[src/rtl/jk_excitation_gen.sv]
// jk_excitation_gen
// Produces the per-bit J/K drive that moves an external bank of WIDTH JK
// flip-flops from its present state to a target word accepted over a
// valid/ready handshake. An internal copy of the bank Q (q_model) is advanced
// on the same edge the bank samples j/k, and driving stops once it matches.
//
// Ports:
//   clk, rst_n      clock, asynchronous active-low reset (shared with bank)
//   tgt_valid/ready target offer handshake; ready is high only in IDLE
//   tgt_data        desired bank Q
//   tgt_step        1 = one bit per cycle (lowest differing first), 0 = all
//   tgt_tog         1 = toggle encoding (J=K=1), 0 = explicit set/reset
//   j, k            registered excitation to the bank
//   q_model         modelled bank Q
//   done            one-cycle pulse when q_model reaches the latched target
//   step_cnt        saturating count of edges that loaded a nonzero j|k
//
// state | meaning
// IDLE  | j=k=0, waiting for a target offer
// DRIVE | applying j/k each edge until q_model equals the latched target
module jk_excitation_gen #(
  parameter int WIDTH = 4,
  parameter int CNT_W = 16
) (
  input  logic             clk,
  input  logic             rst_n,
  input  logic             tgt_valid,
  input  logic [WIDTH-1:0] tgt_data,
  input  logic             tgt_step,
  input  logic             tgt_tog,
  output logic             tgt_ready,
  output logic [WIDTH-1:0] j,
  output logic [WIDTH-1:0] k,
  output logic [WIDTH-1:0] q_model,
  output logic             done,
  output logic [CNT_W-1:0] step_cnt
);

  typedef enum logic {IDLE = 1'b0, DRIVE = 1'b1} state_t;

  state_t           state_q, state_d;
  logic [WIDTH-1:0] tgt_q, tgt_d;
  logic             step_q, step_d, tog_q, tog_d;
  logic [WIDTH-1:0] j_d, k_d, q_d;
  logic             done_d;
  logic [CNT_W-1:0] cnt_d;

  logic [WIDTH-1:0] q_next, pat_diff, pat_q, sel, pj, pk;
  logic             mode_step, mode_tog;

  // Pattern generation. In IDLE the pattern is built from the offered target
  // against the current model; in DRIVE it is built from the state the bank
  // will hold after this edge against the latched target.
  always_comb begin
    // JK apply: 00 hold, 01 clear, 10 set, 11 invert
    q_next = (j & ~q_model) | (~k & q_model);
    if (state_q == IDLE) begin
      pat_diff  = q_model ^ tgt_data;
      pat_q     = q_model;
      mode_step = tgt_step;
      mode_tog  = tgt_tog;
    end else begin
      pat_diff  = q_next ^ tgt_q;
      pat_q     = q_next;
      mode_step = step_q;
      mode_tog  = tog_q;
    end
    // two's-complement trick isolates the lowest set bit
    sel = mode_step ? (pat_diff & (~pat_diff + WIDTH'(1))) : pat_diff;
    pj  = mode_tog ? sel : (sel & ~pat_q);
    pk  = mode_tog ? sel : (sel & pat_q);
  end

  always_comb begin
    state_d = state_q;
    tgt_d   = tgt_q;
    step_d  = step_q;
    tog_d   = tog_q;
    j_d     = j;
    k_d     = k;
    q_d     = q_model;
    done_d  = 1'b0;
    cnt_d   = step_cnt;
    case (state_q)
      IDLE: begin
        j_d = '0;
        k_d = '0;
        if (tgt_valid) begin
          tgt_d   = tgt_data;
          step_d  = tgt_step;
          tog_d   = tgt_tog;
          j_d     = pj;
          k_d     = pk;
          state_d = DRIVE;
        end
      end
      DRIVE: begin
        q_d = q_next;
        if (pat_diff == '0) begin
          j_d     = '0;
          k_d     = '0;
          done_d  = 1'b1;
          state_d = IDLE;
        end else begin
          j_d = pj;
          k_d = pk;
        end
      end
      default: state_d = IDLE;
    endcase
    if (((j_d | k_d) != '0) && (step_cnt != '1))
      cnt_d = step_cnt + CNT_W'(1);
  end

  always_ff @(posedge clk or negedge rst_n) begin
    if (!rst_n) begin
      state_q  <= IDLE;
      tgt_q    <= '0;
      step_q   <= 1'b0;
      tog_q    <= 1'b0;
      j        <= '0;
      k        <= '0;
      q_model  <= '0;
      done     <= 1'b0;
      step_cnt <= '0;
    end else begin
      state_q  <= state_d;
      tgt_q    <= tgt_d;
      step_q   <= step_d;
      tog_q    <= tog_d;
      j        <= j_d;
      k        <= k_d;
      q_model  <= q_d;
      done     <= done_d;
      step_cnt <= cnt_d;
    end
  end

  assign tgt_ready = (state_q == IDLE);

endmodule
[config.mk]
export PLATFORM = sky130hd
export DESIGN_NAME = jk_excitation_gen
export DESIGN_NICKNAME = d
export VERILOG_FILES = /design/src/rtl/jk_excitation_gen.sv
export SDC_FILE = /design/constraint.sdc
export NUM_CORES = 1
export LEC_CHECK = 0
export BUFFER_PORTS_ARGS = -buffer_cell sky130_fd_sc_hd__buf_2
export CAP_MARGIN = 20
export CORE_MARGIN = 2
export CORE_UTILIZATION = 40
export CTS_CLUSTER_DIAMETER = 100
export DETAILED_ROUTE_END_ITERATION = 16
export GPL_TIMING_DRIVEN = 1
export MAX_ROUTING_LAYER = met4
export PLACE_DENSITY = 0.62
export SETUP_SLACK_MARGIN = 0.4
export SLEW_MARGIN = 40
export SYNTH_ARGS = -nofsm -noshare
export SYNTH_HDL_FRONTEND = slang
export SYNTH_SLANG_ARGS = --single-unit
[constraint.sdc]
create_clock -name clk -period 2.55 [get_ports clk]
set_clock_uncertainty 0.2 [all_clocks]
set_input_delay 0.51 -clock clk [delete_from_list [all_inputs] [get_ports clk]]
set_output_delay 0.51 -clock clk [all_outputs]
set_load 0.05 [all_outputs]
==> results.py <==
metrics = {
    "cells_and_area": {
        "n_fill_cell": 409,
        "nets": 236,
        "drive_gt1_frac": 0.4846,
        "final_cells": 279,
        "mostFrequentLayoutCell": "buf_2",
        "mostFrequentLayoutCells": "37 x buf_2, 22 x dfrtp_1, 15 x xnor2_1, 15 x buf_4, 14 x dfrtp_2",
        "n_antenna_cell": 0,
        "area_delta_synth_final_pct": 34.88,
    },
    "detailed_routing": {
        "drcViolationCount": 0,
        "wl_per_cell_um": 15.07,
        "drt_iter0_markers": 102,
        "ant_nets": 0,
        "routed-via-count": 1469,
        "wirelength_um": 4204,
        "dr.pass1.iters": 4,
        "viasPerCell": 5.265,
    },
    "sta": {
        "finalCritPeriodShare": 0.9194,
        "timing.fmax_ghz": 0.4266,
        "setup-violations-final": 0,
        "worstMarginPinSlew_ns": 0.6903,
        "layout_min_cycle_time_ns": 2.344,
        "hold_viol_final": 36,
        "worst_slack_ns": 0.2056,
        "slew-limit-headroom": 0.5267,
        "slew_viol_final": 0,
        "grt_setup_unrepaired": "true",
        "hold_ws_ns": -0.02861,
        "setup_tns_ns": 0,
    },
    "power": {
        "powerDensity_mw_per_mm2": 1488,
        "power.leakage_nw": 1.130,
        "switching_share": 0.4817,
        "internal_power_mw": 1.850,
        "ir_drop_mv": 0.6750,
        "p_switching_mw": 1.720,
        "p_comb_frac": 0.604,
        "clockPowerShare": 0.109,
        "p_seq_frac": 0.287,
    },
    "clock_network": {
        "cts.sinks": 36,
        "clk_pin_slew_ns": 0.07,
        "cts_made_buffers": 5,
        "clockRootBuffer": "clkbuf_8",
        "cts_tree": "done",
        "cts_max_level": 2,
        "cts_hold_buffers": 0,
        "clk_latency_ns": 0.29,
        "clock_path_buffers": 2,
    },
    "synthesis": {
        "seq_area_frac_synth": 0.5063,
        "netlist_area_mm2": 0.001779,
        "ys_ff_latch": 36,
        "syn-num-nets": 175,
        "yosysWarningCount": 0,
        "synth_area_per_cell_um2": 10.78,
        "synth_cells": 165,
        "ys_types": 36,
    },
    "worst_setup_path": {
        "crit_chain": "nor2b_4 > or2_4 > a31oi_4 > and4b_1 > or3_4 > nand4_1 > mux2_4",
        "critPathCaptureType": "flip-flop",
        "critPathMaxFanout": 5,
        "r2r-start": "q_model[3]",
        "critPathArrivalTime_ns": 2.33,
        "critical_path_class": "reg -> reg",
        "critPathMaxStageDelay_ns": 0.43,
        "crit_slowest_cell": "dfrtp_2",
        "startpoint_type": "flip-flop",
        "required_ns": 2.53,
        "crit_start": "q_model[3]",
    },
    "global_routing": {
        "antenna_found_initial": 0,
        "grt.total_usage": 0.1911,
        "overflow": 0,
        "grt_max_degree": 37,
        "grt_pass1_wl_um": 7272,
        "grt_pass1_vias": 1567,
    },
    "job": {
        "drv_cap": 0,
    },
    "floorplanning": {
        "placeableCoreArea_mm2": 0.004324,
        "std_cell_rows": 24,
        "io_pins": 39,
        "dieArea_mm2": 0.004998,
        "die_y_um": 70.70,
        "die_w_um": 70.70,
        "initial_core_util": 0.4115,
    },
    "placement": {
        "dp_cells": 259,
        "dp.final_hpwl_um": 2941,
        "portBuffers": 38,
        "place_congestion": 0.8653,
        "pre_cts_slack_ns": 0.07279,
    },
    "run_status": {
        "violations": "negative hold slack",
        "outcome": "finished, violations left",
    },
    "hold_path": {
        "hp-class": "in -> async",
    },
}
[synth_stat cells]
master     n  area (um^2)
nand2_1   14        52.55
nor2b_4    1        13.76
dfrtp_1   36        900.9
o22ai_1    1        6.260
o311ai_2   1        16.27
o21ai_0    1        5.000
or2_4      1        8.760
inv_1      6        22.52
xor2_1     5        43.79
o21a_1     1        7.510
nand3_1   11        55.05
a31oi_2    1        12.51
nor2b_1    1        6.260
buf_6      1        11.26
a21boi_0   1        7.510
a211oi_1   1        7.510
a31oi_1    5        31.28
mux2_2     8        90.09
xnor2_1   16        140.1
nor3_1     2        10.01
a21oi_1   10        50.05
mux2i_1    3        30.03
nand4_1    5        31.28
buf_2      3        15.01
o31a_2     1        10.01
mux2_1     4        45.04
and2_1     1        6.260
and4b_1    1        10.01
ha_1       1        12.51
o32ai_1    1        8.760
nor2_1    12        45.04
and3_1     4        25.02
a211o_1    1        8.760
nand2b_1   2        12.51
or3_4      1        11.26
and4_1     1        8.760
[layer usage]
metal / routed length, um / share of wire / track usage
met5: 0 / 0 / -
met1: 1862 / 0.44 / 0.2256
met4: 95 / 0.023 / 0.08805
met2: 2099 / 0.50 / 0.3178
met3: 146 / 0.035 / 0.03419
[power groups by stage]
stage | clock [mW] | combinational, mW | sequential, mW
3_3_place_gp | 0 | 1.82 | 1.02
2_1_floorplan | 0 | 0.971 | 1.51
4_1_cts | 0.399 | 2.14 | 1.02
5_1_grt | 0.422 | 2.33 | 1.06
3_5_place_dp | 0 | 1.87 | 1.04
6_report | 0.390 | 2.16 | 1.03
[per-stage QoR]
step / util / power [mW] / area [um^2] / hold WS (ns)
final: 0.5550 / 3.570 / 2400 / -0.02861
after CTS: 0.5509 / 3.564 / 2382 / 0.1360
after detailed placement: 0.4931 / 2.906 / 2132 / 0.2765
after global placement: 0.4931 / 2.839 / 2132 / 0.2720
after floorplan: - / 2.478 / 1849 / 0.01441
after global routing: 0.5550 / 3.812 / 2400 / 0.002365
[sequential cells by signal, indices dropped and copies added (netlist names)]
signal and flops:
step_cnt 16, j 4, k 4, q_model 4
tgt_q 4, done 1, state_q 1, step_q 1
tog_q 1
[area by class of cell]
cell class | count | area [um^2] | area share
inverters | 6 | 26.28 | 0.01095
well taps | 52 | 65.06 | 0.02711
clock buffers | 7 | 76.32 | 0.03180
clock inverters | 1 | 5.005 | 0.002086
multi-input cells | 120 | 954.7 | 0.3978
repair buffers | 57 | 354.1 | 0.1475
flip-flops and latches | 36 | 918.4 | 0.3827
[cells by family after synthesis]
logic type | after synthesis | share of synthesized area
xor+xnor | 21 | 0.1034
flops | 36 | 0.5063
buf+inv | 10 | 0.02742
mux | 15 | 0.09283
simple gates | 57 | 0.1667
compound gates | 25 | 0.09635
fa+ha+maj | 1 | 0.007031
[worst max-delay path: cells and delay by family (launching register included)]
family           cells  cell delay [ns]
flip-flops           1             0.43
multiplexers         1             0.31
AND/OR/NAND/NOR      5             1.16
AO/OA/AOI/OAI        1             0.13
[timing repair]
action / in CTS / in global routing
setup buffers: 11 / 0
endpoints found under the setup margin: 16 / 18
gates cloned: 1 / 0
pin swaps: 6 / 2
gates resized for setup: 16 / 4
[worst paths after layout]
kind	depth (start not counted)	slack [ns]	end
setup / recovery	7	0.21	step_cnt[8]
hold / removal	1	-0.03	tgt_q[2]
setup reg to reg	7	0.21	step_cnt[8]
hold reg to reg	1	0.29	step_cnt[5]
max in group asynchronous	1	1.83	j[2]
min in group clk	2	0.27	tog_q
No activity file was read; power rests on OpenSTA's default activity.
